===== src/rtl/elevator_pkg.sv =====
// Shared elevator definitions: floor code width, floor limits and the
// request-encoder FSM state constants. floor_code_t is shared with the display decoders.
package elevator_pkg;

   localparam int FLOOR_CODE_W = 3;
   localparam int MAX_FLOORS   = 8;

   typedef logic [FLOOR_CODE_W-1:0] floor_code_t;

   typedef logic [0:0] fsm_state_t;
   localparam fsm_state_t IDLE  = 1'b0;
   localparam fsm_state_t OFFER = 1'b1;

endpackage


===== src/rtl/btn_debounce.sv =====
// One call button: two-flop synchronizer, debounce counter and debounced level.
// Emits a single-cycle press pulse on the same edge the debounced level rises.
module btn_debounce #(
   parameter int DEBOUNCE_CYCLES = 16
) (
   input  logic clk,
   input  logic rst_n,
   input  logic btn,
   output logic press
);

   localparam int CNT_W = $clog2(DEBOUNCE_CYCLES);

   logic             sync1_q, sync1_d;
   logic             sync2_q, sync2_d;
   logic             deb_q, deb_d;
   logic [CNT_W-1:0] cnt_q, cnt_d;
   logic             settle;

   always_comb begin
      sync1_d = btn;
      sync2_d = sync1_q;
      deb_d   = deb_q;
      cnt_d   = '0;
      // The edge that sees the last of DEBOUNCE_CYCLES mismatches flips deb
      settle  = (sync2_q != deb_q) && (cnt_q == CNT_W'(DEBOUNCE_CYCLES - 1));
      if (sync2_q != deb_q) begin
         if (settle) deb_d = sync2_q;
         else        cnt_d = cnt_q + 1'b1;
      end
      press = settle && sync2_q;
   end

   always_ff @(posedge clk or negedge rst_n) begin
      if (!rst_n) begin
         sync1_q <= 1'b0;
         sync2_q <= 1'b0;
         deb_q   <= 1'b0;
         cnt_q   <= '0;
      end else begin
         sync1_q <= sync1_d;
         sync2_q <= sync2_d;
         deb_q   <= deb_d;
         cnt_q   <= cnt_d;
      end
   end

endmodule


===== src/rtl/floor_request_encoder.sv =====
// Debounced call buttons -> pending requests -> one floor code at a time on valid/ack.
// Define REQ_ROUND_ROBIN_EN for circular selection after the last grant; default is lowest floor first.
module floor_request_encoder
   import elevator_pkg::*;
#(
   parameter int NUM_FLOORS      = 7,
   parameter int DEBOUNCE_CYCLES = 16
) (
   input  logic                  clk,
   input  logic                  rst_n,
   input  logic [NUM_FLOORS-1:0] btn,
   input  logic                  req_ack,
   output logic                  req_valid,
   output floor_code_t           req_floor,
   output logic [NUM_FLOORS-1:0] pending
);

   logic [NUM_FLOORS-1:0] press;
   logic [NUM_FLOORS-1:0] pending_q, pending_d;
   fsm_state_t            state_q, state_d;
   floor_code_t           req_floor_q, req_floor_d;
   floor_code_t           sel_floor;

   for (genvar g = 0; g < NUM_FLOORS; g++) begin : g_btn
      btn_debounce #(
         .DEBOUNCE_CYCLES(DEBOUNCE_CYCLES)
      ) u_deb (
         .clk  (clk),
         .rst_n(rst_n),
         .btn  (btn[g]),
         .press(press[g])
      );
   end

`ifdef REQ_ROUND_ROBIN_EN
   floor_code_t rr_q, rr_d;
   floor_code_t sel_lo, sel_hi;
   logic        hi_found;

   // Lowest pending at or above the pointer, else wrap to lowest pending overall
   always_comb begin
      sel_lo   = '0;
      sel_hi   = '0;
      hi_found = 1'b0;
      for (int j = NUM_FLOORS - 1; j >= 0; j--) begin
         if (pending_q[j]) begin
            sel_lo = floor_code_t'(j);
            if (floor_code_t'(j) >= rr_q) begin
               sel_hi   = floor_code_t'(j);
               hi_found = 1'b1;
            end
         end
      end
      sel_floor = hi_found ? sel_hi : sel_lo;
   end
`else
   always_comb begin
      sel_floor = '0;
      for (int j = NUM_FLOORS - 1; j >= 0; j--) begin
         if (pending_q[j]) sel_floor = floor_code_t'(j);
      end
   end
`endif

   always_comb begin
      pending_d   = pending_q | press;
      state_d     = state_q;
      req_floor_d = req_floor_q;
`ifdef REQ_ROUND_ROBIN_EN
      rr_d        = rr_q;
`endif
      case (state_q)
         IDLE: begin
            if (|pending_q) begin
               state_d     = OFFER;
               req_floor_d = sel_floor;
            end
         end
         default: begin
            if (req_ack) begin
               // Clear after the OR so a same-edge press of this floor is dropped
               for (int i = 0; i < NUM_FLOORS; i++) begin
                  if (floor_code_t'(i) == req_floor_q) pending_d[i] = 1'b0;
               end
               state_d = IDLE;
`ifdef REQ_ROUND_ROBIN_EN
               rr_d = (req_floor_q == floor_code_t'(NUM_FLOORS - 1)) ? '0
                                                                     : req_floor_q + 1'b1;
`endif
            end
         end
      endcase
   end

   always_ff @(posedge clk or negedge rst_n) begin
      if (!rst_n) begin
         pending_q   <= '0;
         state_q     <= IDLE;
         req_floor_q <= '0;
`ifdef REQ_ROUND_ROBIN_EN
         rr_q        <= '0;
`endif
      end else begin
         pending_q   <= pending_d;
         state_q     <= state_d;
         req_floor_q <= req_floor_d;
`ifdef REQ_ROUND_ROBIN_EN
         rr_q        <= rr_d;
`endif
      end
   end

   assign req_valid = (state_q == OFFER);
   assign req_floor = req_floor_q;
   assign pending   = pending_q;

endmodule


===== config.mk =====
export PLATFORM = sky130hd
export DESIGN_NAME = floor_request_encoder
export DESIGN_NICKNAME = d
export VERILOG_FILES = /design/src/rtl/elevator_pkg.sv /design/src/rtl/btn_debounce.sv /design/src/rtl/floor_request_encoder.sv
export SDC_FILE = /design/constraint.sdc
export NUM_CORES = 1
export LEC_CHECK = 0
export CORE_ASPECT_RATIO = 0.75
export CORE_UTILIZATION = 39
export DETAILED_ROUTE_END_ITERATION = 10
export PLACE_DENSITY = 0.57
export SLEW_MARGIN = 20
export SYNTH_ARGS = -nofsm -noshare
export SYNTH_HDL_FRONTEND = slang
export SYNTH_HIERARCHICAL = 1
export SYNTH_SLANG_ARGS = --single-unit

===== constraint.sdc =====
create_clock -name clk -period 2 [get_ports clk]
set_input_delay 0.4 -clock clk [delete_from_list [all_inputs] [get_ports clk]]
set_output_delay 0.4 -clock clk [all_outputs]
set_load 0.05 [all_outputs]

Word-level counts from Yosys, hierarchy flattened
Index checks and enable logic that the tools add are counted.

word-level totals
  bits in registers = 60
  input bits = 10
  logic and storage cells = 117

cells by class
  add/subtract/negate cells = 7
  equal/unequal tests = 20
  mux-type cells = 33
  bitwise gates (word level) = 2
  reduce and logical (&&, ||, !) cells = 24

operators with widths
  kind                   count
  $mux W4                14
  $add A4 B1 Y4 const B  7
  $eq A4 B4 Y1 const B   7
  $mux W3                7
  $reduce_and A2 Y1      8
  $logic_and A1 B1 Y1    14
  $mux W7                2
  $mux W1                10
  $eq A3 B3 Y1 const A   3
  $ne A1 B1 Y1           7
  $or A7 B7 Y7           1
  $reduce_or A7 Y1       1
  $eq A2 B3 Y1 const A   2
  $eq A1 B3 Y1 const A   1
  $logic_not A3 Y1       1
  $not A1 Y1             1

Depth between registers and ports, before layout
Gate-level depths: netlist of the first run.

  depth in word-level cells = 7
  gate-level depth with buffers = 5
  depth with buffers taken out = 5

By module
Netlist of the first run, hierarchy kept.

modules (own cells, without submodules)
  module                 times used  cells an instance  area each (um^2)
  btn_debounce           7           19                 277.8
  floor_request_encoder  1           45                 515.5

Worst setup path before layout of the first run
OpenSTA, ideal clock, no wires.

  kind = flip-flop to flip-flop
  start point = register pending_q[0] (netlist: pending[0])
  end point = register req_floor_q[0] (netlist: req_floor[0])
  library setup time = 0.128 ns
  arrival = 1.396 ns
  data required time = 1.872 ns
  slack = 0.477 ns
  stages on the path, launching flop included = 4
  buffers on the path = 0
  path through = dfrtp_1 nor4_4 a21oi_2 mux2_1

between the ends
  word-level cells in the longest chain between the ends = 2

ends and longest elaborated chain
  item                                RTL line                      RTL
  start: declaration                  floor_request_encoder.sv:19   logic [NUM_FLOORS-1:0] pending_q, pending_d;
  start signal: assignment            floor_request_encoder.sv:104  pending_q <= pending_d;
  $reduce_or A7 Y1                    floor_request_encoder.sv:74   if (|pending_q) begin
  $reduce_and A2 Y1 (no source line)  -
  end signal: assignment              floor_request_encoder.sv:106  req_floor_q <= req_floor_d;
  end: declaration                    floor_request_encoder.sv:21   floor_code_t req_floor_q, req_floor_d;

Parallel ways exist; a longest one is shown, timed or not.
A chain may end at the register's enable or synchronous reset.

Worst setup path in the final report of the first run
  start point = register req_floor_q[2] (netlist: req_floor[2])
  end point = output req_floor[2]

RTL lines
  item              RTL line                     RTL
  end: declaration  floor_request_encoder.sv:14  output floor_code_t req_floor,

No word-level cell between the ends.

==> impl_results.md, run 1 <==
- Max H-tree Level: 3
- Number of diodes: 0
- Clk sinks: 60
- Final Critical Period: 1.93 ns
- Max cap viols: 0
- Yosys warns: 6
- Routability cong.: 0.815
- Antenna viol nets, final: 0
- WL/cell: 15.0 µm
- CP Max Fanout: 4
- Die area: 6630 µm²
- Count leader, synth: dfrtp_1
- CP Launch Point: req_floor[2]
- Mapped Cells: 178
- RSZ-0062 raised after global routing: no
- Synth Cell Area: 2460 µm²
- Hold Path Class: in -> async
- Global router's overall resource usage: 15.5%
- Final wirelength: 4380 µm
- Fillcell total: 535
- DRC errors left: 0
- Sequential cell area: 1500 µm²
- Async set or reset register ratio after synthesis: 100%
- Synthesis-stage register bit count: 60
- # IOs: 21
- Synth top area cells: dfrtp_1, xnor2_1, nor3b_1
- Gr ovfl total: 0
- Area leader, netlist: dfrtp_1
- Critical-path cell list: clkdlybuf4s50_1
- Antenna violations before repair: 0
- Largest net degree at the start of global routing: 61
- Top Family by Delay on Critical Path: buffers and inverters
- Largest stage delay, worst path: 0.82 ns
- Syn_area_per_cell: 13.8 µm²
- Share of cells above drive strength 1: 20.6%
- Post-Layout Cell Count: 292
- Number of global-route vias before repair: 1621
- Pins Over Slew Limit: 0
- WP data arrival: 1.53 ns
- Post-Syn Nets: 195
- DR vias/cell: 5.13
- DR iter-0 viols: 82
- CP max stage cell: clkdlybuf4s50_1
- Crit end category: output pin
- Number of CTS-inserted buffers: 9
- Final net count: 226
- Placed Area: 2750 µm²
- Global-route wire length before repair: 7620 µm
- Final instance area: 2950 µm²
- CTS tree: yes
- # hold bufs at CTS: 0
- Row cnt: 24
- P per Cell Area: 1070 nW/µm²
- Power Total: 3150 µW
- Peak supply drop: 737 µV
- CORE AREA: 5950 µm²
- Sequential share of the synthesized area: 61.0%
- HPWL after DPL: 3120 µm
- Final period utilization: 96.5%
- Final Hold Viols: 0
- Port bufs: 20
- RR Startpoint: pending[3]
- Post-synth top flop: dfrtp_1
- Crit path buf inv count: 1
- Initial core utilization: 41.4%
- Hold slack: 0.0783 ns
- Count of final setup violators: 0
- Clk_lat worst skew: 0.32 ns
- Final setup skew: 0.00746 ns
- Critical path data required time: 1.60 ns
- Inst Count DP: 276
- Die width: 93.7 µm
- CTS Buffer Depth: 2
- Top cells by count, synth: dfrtp_1, nor3b_1, xnor2_1, nor2_1, a31oi_1
- Root buf cell: clkbuf_8
- CP Class: reg -> out
- Vias: 1498
- Clock transition at the registers of the reported paths: 0.07 ns
- Post-synth EDFFs: 0
- Multi-input logic area: 947 µm²
- Post-synth cell types: 26
- Area growth from synthesis to layout: 20.1%
- Post-synth top area share: 61.0%
- Worst-Margin Slew: 0.513 ns
- Setup TNS: 0 ns
- Die H: 70.8 µm
- Outcome: finished, final reports clean
- F_max: 518 MHz
- Worst rel slew slack: 65.8%
- Leakage power: 0.00136 µW
- First-pass detailed-route iteration total: 4
- CP Launch Type: flip-flop
cells in the final DEF (no fill, tap or decap):
cell,instances
clkinv_2,2
a311oi_1,7
buf_2,1
a21oi_2,1
a31oi_1,8
o22a_2,1
nor3_2,1
clkbuf_1,1
buf_12,1
bufinv_16,1
o31a_1,1
o21a_1,1
clkdlybuf4s50_1,10
mux2_1,2
a21oi_1,2
nand2b_1,3
o32a_1,4
dlymetal6s2s_1,1
or3b_1,1
nor2_1,13
nand3_2,7
nor2b_1,7
nor4_4,1
clkinvlp_4,1
a21o_1,7
clkbuf_8,11
buf_4,8
ha_1,7
nor3b_1,15
nand2_1,4
xnor2_1,14
dfrtp_1,60
mux2_4,7
o32a_2,1
inv_1,2
stage by stage:
step	util [%]	setup WS [ns]
5_1_grt	49.7	0.00255
4_1_cts	49.6	0.0180
3_3_place_gp	46.2	0.409
6_report	49.7	0.0699
3_5_place_dp	46.2	0.390
2_1_floorplan	-	0.477
sequential cells by signal, indices dropped and copies added, names as in the netlist:
register / cells
pending: 7
g_btn.u_deb/sync1_q: 7
req_valid: 1
g_btn.u_deb/sync2_q: 7
g_btn.u_deb/deb_q: 7
req_floor: 3
g_btn.u_deb/cnt_q: 28
cell families after synthesis:
logic type | synth area share [%]
compound gates | 10.6
flops | 61.0
fa+ha+maj | 3.56
mux | 5.19
xor+xnor | 4.98
buf+inv | 0.458
simple gates | 14.2
routing by layer:
layer | wire [µm] | track usage (%) | up-vias
li1 | - | - | 710
met1 | 1890 | 17.7 | 770
met2 | 2330 | 26.5 | 16
met3 | 130 | 6.45 | 2
met4 | 25 | 5.13 | 0
met5 | 0 | 0 | -
final timing paths:
check,slack [ns],endpoint,cells past startpoint
setup / recovery,0.07,req_floor[2],1
hold / removal,0.08,g_btn[5].u_deb/cnt_q[3],2
setup reg to reg,0.56,req_floor[0],3
hold reg to reg,0.35,g_btn[6].u_deb/sync2_q,0
max in group asynchronous,1.67,g_btn[2].u_deb/cnt_q[3],2
min in group clk,0.35,g_btn[6].u_deb/sync2_q,0
repair_timing:
action,4_1_cts,5_1_grt
endpoints found under the setup margin,0,1
buffers inserted,0,0
hold endpoints to repair,0,0
resized for setup,0,1
power by group:
part / switching, µW / internal [µW]
clock: 441 / 639
combinational: 373 / 238
sequential: 142 / 1320
total: 956 / 2190
final cells by class:
class / instances / area share [%]
clock buffers: 12 / 5.25
clock inverters: 4 / 1.61
inverters: 2 / 0.254
multi-input cells: 115 / 32.1
flip-flops and latches: 60 / 50.8
well taps: 78 / 3.30
repair buffers: 21 / 6.69
(Power assumes the default switching activity.)
==> inputs of run 2 (changes only) <==
--- a/config.mk
+++ b/config.mk
@@ -8,7 +8,7 @@
 export CORE_ASPECT_RATIO = 0.75
 export CORE_UTILIZATION = 39
 export DETAILED_ROUTE_END_ITERATION = 10
-export PLACE_DENSITY = 0.57
+export PLACE_DENSITY = 0.59
 export SLEW_MARGIN = 20
 export SYNTH_ARGS = -nofsm -noshare
 export SYNTH_HDL_FRONTEND = slang
==> constraint.sdc (replaced) <==
create_clock -name clk -period 1.6 [get_ports clk]
set_input_delay 0.32 -clock clk [delete_from_list [all_inputs] [get_ports clk]]
set_output_delay 0.32 -clock clk [all_outputs]
set_load 0.05 [all_outputs]
==> impl_results.md, run 2 (synthesis results as in run 1) <==
- Outcome: finished, final reports clean (unchanged)
- DR top layer: met4 (unchanged)
- Number of global-route vias before repair: 1615 (was 1621)
- Max H-tree Level: 3 (unchanged)
- Clock transition at the registers of the reported paths: 0.06 ns (was 0.07 ns)
- F_max: 703 MHz
- CORE AREA: 5950 µm² (unchanged)
- P per Cell Area: 1340 nW/µm² (was 1070 nW/µm²)
- M1 wire length: 1880 µm (was 1890 µm)
- Gr ovfl total: 0 (unchanged)
- WP data arrival: 1.63 ns (was 1.53 ns)
- Hold Path Class: reg -> reg (was in -> async)
- WL/cell: 15.3 µm (was 15.0 µm)
- Setup TNS: 0 ns (unchanged)
- Number of CTS-inserted buffers: 9 (unchanged)
- Largest net degree at the start of global routing: 39 (was 61)
- Count of final setup violators: 0 (unchanged)
- RSZ-0062 raised after global routing: no (unchanged)
- Share of cells above drive strength 1: 21.8% (was 20.6%)
- Initial core utilization: 41.4% (unchanged)
- Critical path data required time: 1.81 ns (was 1.60 ns)
- Die area: 6630 µm² (unchanged)
- Switching share of power: 29.2% (was 30.4%)
- Met2 Routed Length: 2340 µm (was 2330 µm)
- Clk_lat worst skew: 0.33 ns (was 0.32 ns)
- CP Launch Type: flip-flop (unchanged)
- Final instance area: 3110 µm² (was 2950 µm²)
- Cell internal pwr: 2940 µW (was 2190 µW)
- Antenna violations before repair: 0 (unchanged)
- Vias: 1519 (was 1498)
- Peak supply drop: 490 µV (was 737 µV)
- Crit end category: flip-flop (was output pin)
- DR iter-0 viols: 46 (was 82)
- Global router's overall resource usage: 16.0% (was 15.5%)
- Antenna viol nets, final: 0 (unchanged)
- CP Class: reg -> reg (was reg -> out)
- CTS tree: yes (unchanged)
- Final Hold Viols: 0 (unchanged)
- CTS resizes: 0 (unchanged)
- Biggest register: g_btn.u_deb/cnt_q (unchanged)
- Clk pwr share: 32.9% (was 34.3%)
- # hold bufs at CTS: 1 (was 0)
- Commonest non-fill, non-tap cells in the layout: dfrtp_1, nor3b_1, xnor2_1 (unchanged)
- CTS Buffer Depth: 2 (unchanged)
- Area growth from synthesis to layout: 26.3% (was 20.1%)
- Leakage power: 0.00139 µW (was 0.00136 µW)
- DRC errors left: 0 (unchanged)
- P_sw: 1210 µW (was 956 µW)
- Row cnt: 24 (unchanged)
- DR vias/cell: 5.17 (was 5.13)
- Final wirelength: 4490 µm (was 4380 µm)
- Final Critical Period: 1.42 ns
- Final period utilization: 88.9%
- # IOs: 21 (unchanged)
- CP Max Fanout: 5 (was 4)
- Port bufs: 20 (unchanged)
- Die width: 93.7 µm (unchanged)
- Root buf cell: clkbuf_8 (unchanged)
- Post-CTS Setup Bufs: 0 (unchanged)
- Global-route wire length before repair: 7730 µm (was 7620 µm)
- Max cap viols: 0 (unchanged)
- Die H: 70.8 µm (unchanged)
- Metal3 WL: 172 µm (was 130 µm)
- Final setup skew: 0.00250 ns (was 0.00746 ns)
- Routability cong.: 0.763 (was 0.815)
- Worst-Margin Slew: 0.445 ns (was 0.513 ns)
- Final net count: 229 (was 226)
- Worst rel slew slack: 70.3% (was 65.8%)
- Max reg flops: 28 (unchanged)
- First-pass detailed-route iteration total: 4 (unchanged)
- Clk sinks: 60 (unchanged)
- HPWL after DPL: 3280 µm (was 3120 µm)
- Comb power frac: 22.5% (was 19.4%)
- Most common cell after layout, fill and taps aside: dfrtp_1 (unchanged)
- Hold slack: 0.345 ns (was 0.0783 ns)
- Number of diodes: 0 (unchanged)
- Pins Over Slew Limit: 0 (unchanged)
- Placed Area: 2890 µm² (was 2750 µm²)
- Reg power frac: 44.6% (was 46.3%)
## run 2: changes by cell type in the layout (fill, tap and decap cells not counted)
cell	previous run	this run
buf_12	1	12
clkdlybuf4s50_1	10	8
buf_4	8	2
clkinv_2	2	0
dlymetal6s2s_1	1	0
clkbuf_1	1	2
clkinvlp_4	1	0
clkbuf_8	11	12
dlygate4sd3_1	0	1
## run 2: path summary, 6_finish.rpt
kind / start / endpoint / slack [ns] / depth (start not counted)
worst max-delay path: pending[3] / req_floor[1] / 0.18 / 3
worst min-delay path: g_btn[2].u_deb/sync1_q / g_btn[2].u_deb/sync2_q / 0.34 / 0
worst max register to register: pending[3] / req_floor[1] / 0.18 / 3
worst min register to register: g_btn[2].u_deb/sync1_q / g_btn[2].u_deb/sync2_q / 0.34 / 0
max in group asynchronous: rst_n / g_btn[2].u_deb/cnt_q[2] / 0.60 / 3
min in group asynchronous: rst_n / g_btn[6].u_deb/cnt_q[2] / 0.46 / 2
## run 2: routing by layer
layer | GRT usage, % | up-vias
met1 | 17.6 | 769
met4 | 9.23 | 0
li1 | - | 717
met2 | 26.7 | 23
met5 | 0 | -
met3 | 5.81 | 10
## run 2: metrics by stage
| stage | setup slack [ns] | utilization, % | std cells | power [µW] |
|---|---|---|---|---|
| 2_1_floorplan | 0.0767 | - | 178 | 2330 |
| 4_1_cts | 0.166 | 52.3 | 294 | 4200 |
| 3_3_place_gp | 0.162 | 48.7 | 278 | 2760 |
| 5_1_grt | 0.117 | 52.3 | 294 | 4340 |
| 3_5_place_dp | 0.138 | 48.7 | 278 | 2810 |
| 6_report | 0.177 | 52.3 | 294 | 4150 |
## run 2: cell type report
type	count	area, µm²
Timing Repair Buffer	24	350
Multi-Input combinational cell	115	947
Inverter	2	7.51
Tap cell	78	97.6
Sequential cell	60	1500
Clock inverter	1	30.0
Fill cell	484	2840
Clock buffer	14	173
## run 2: power by group through the flow
stage               Combinational (µW)  Sequential [µW]  Clock, µW
finish                             933             1850       1370
global route                       993             1870       1470
CTS                                944             1850       1410
detailed placement                 934             1870          0
global placement                   901             1860          0
floorplan                          314             2020          0
## run 2: worst max-delay path: stages, from the launching register on
cell	delay [ns]
dfrtp_1	0.47
nor4_4	0.38
a21oi_2	0.12
mux2_1	0.34
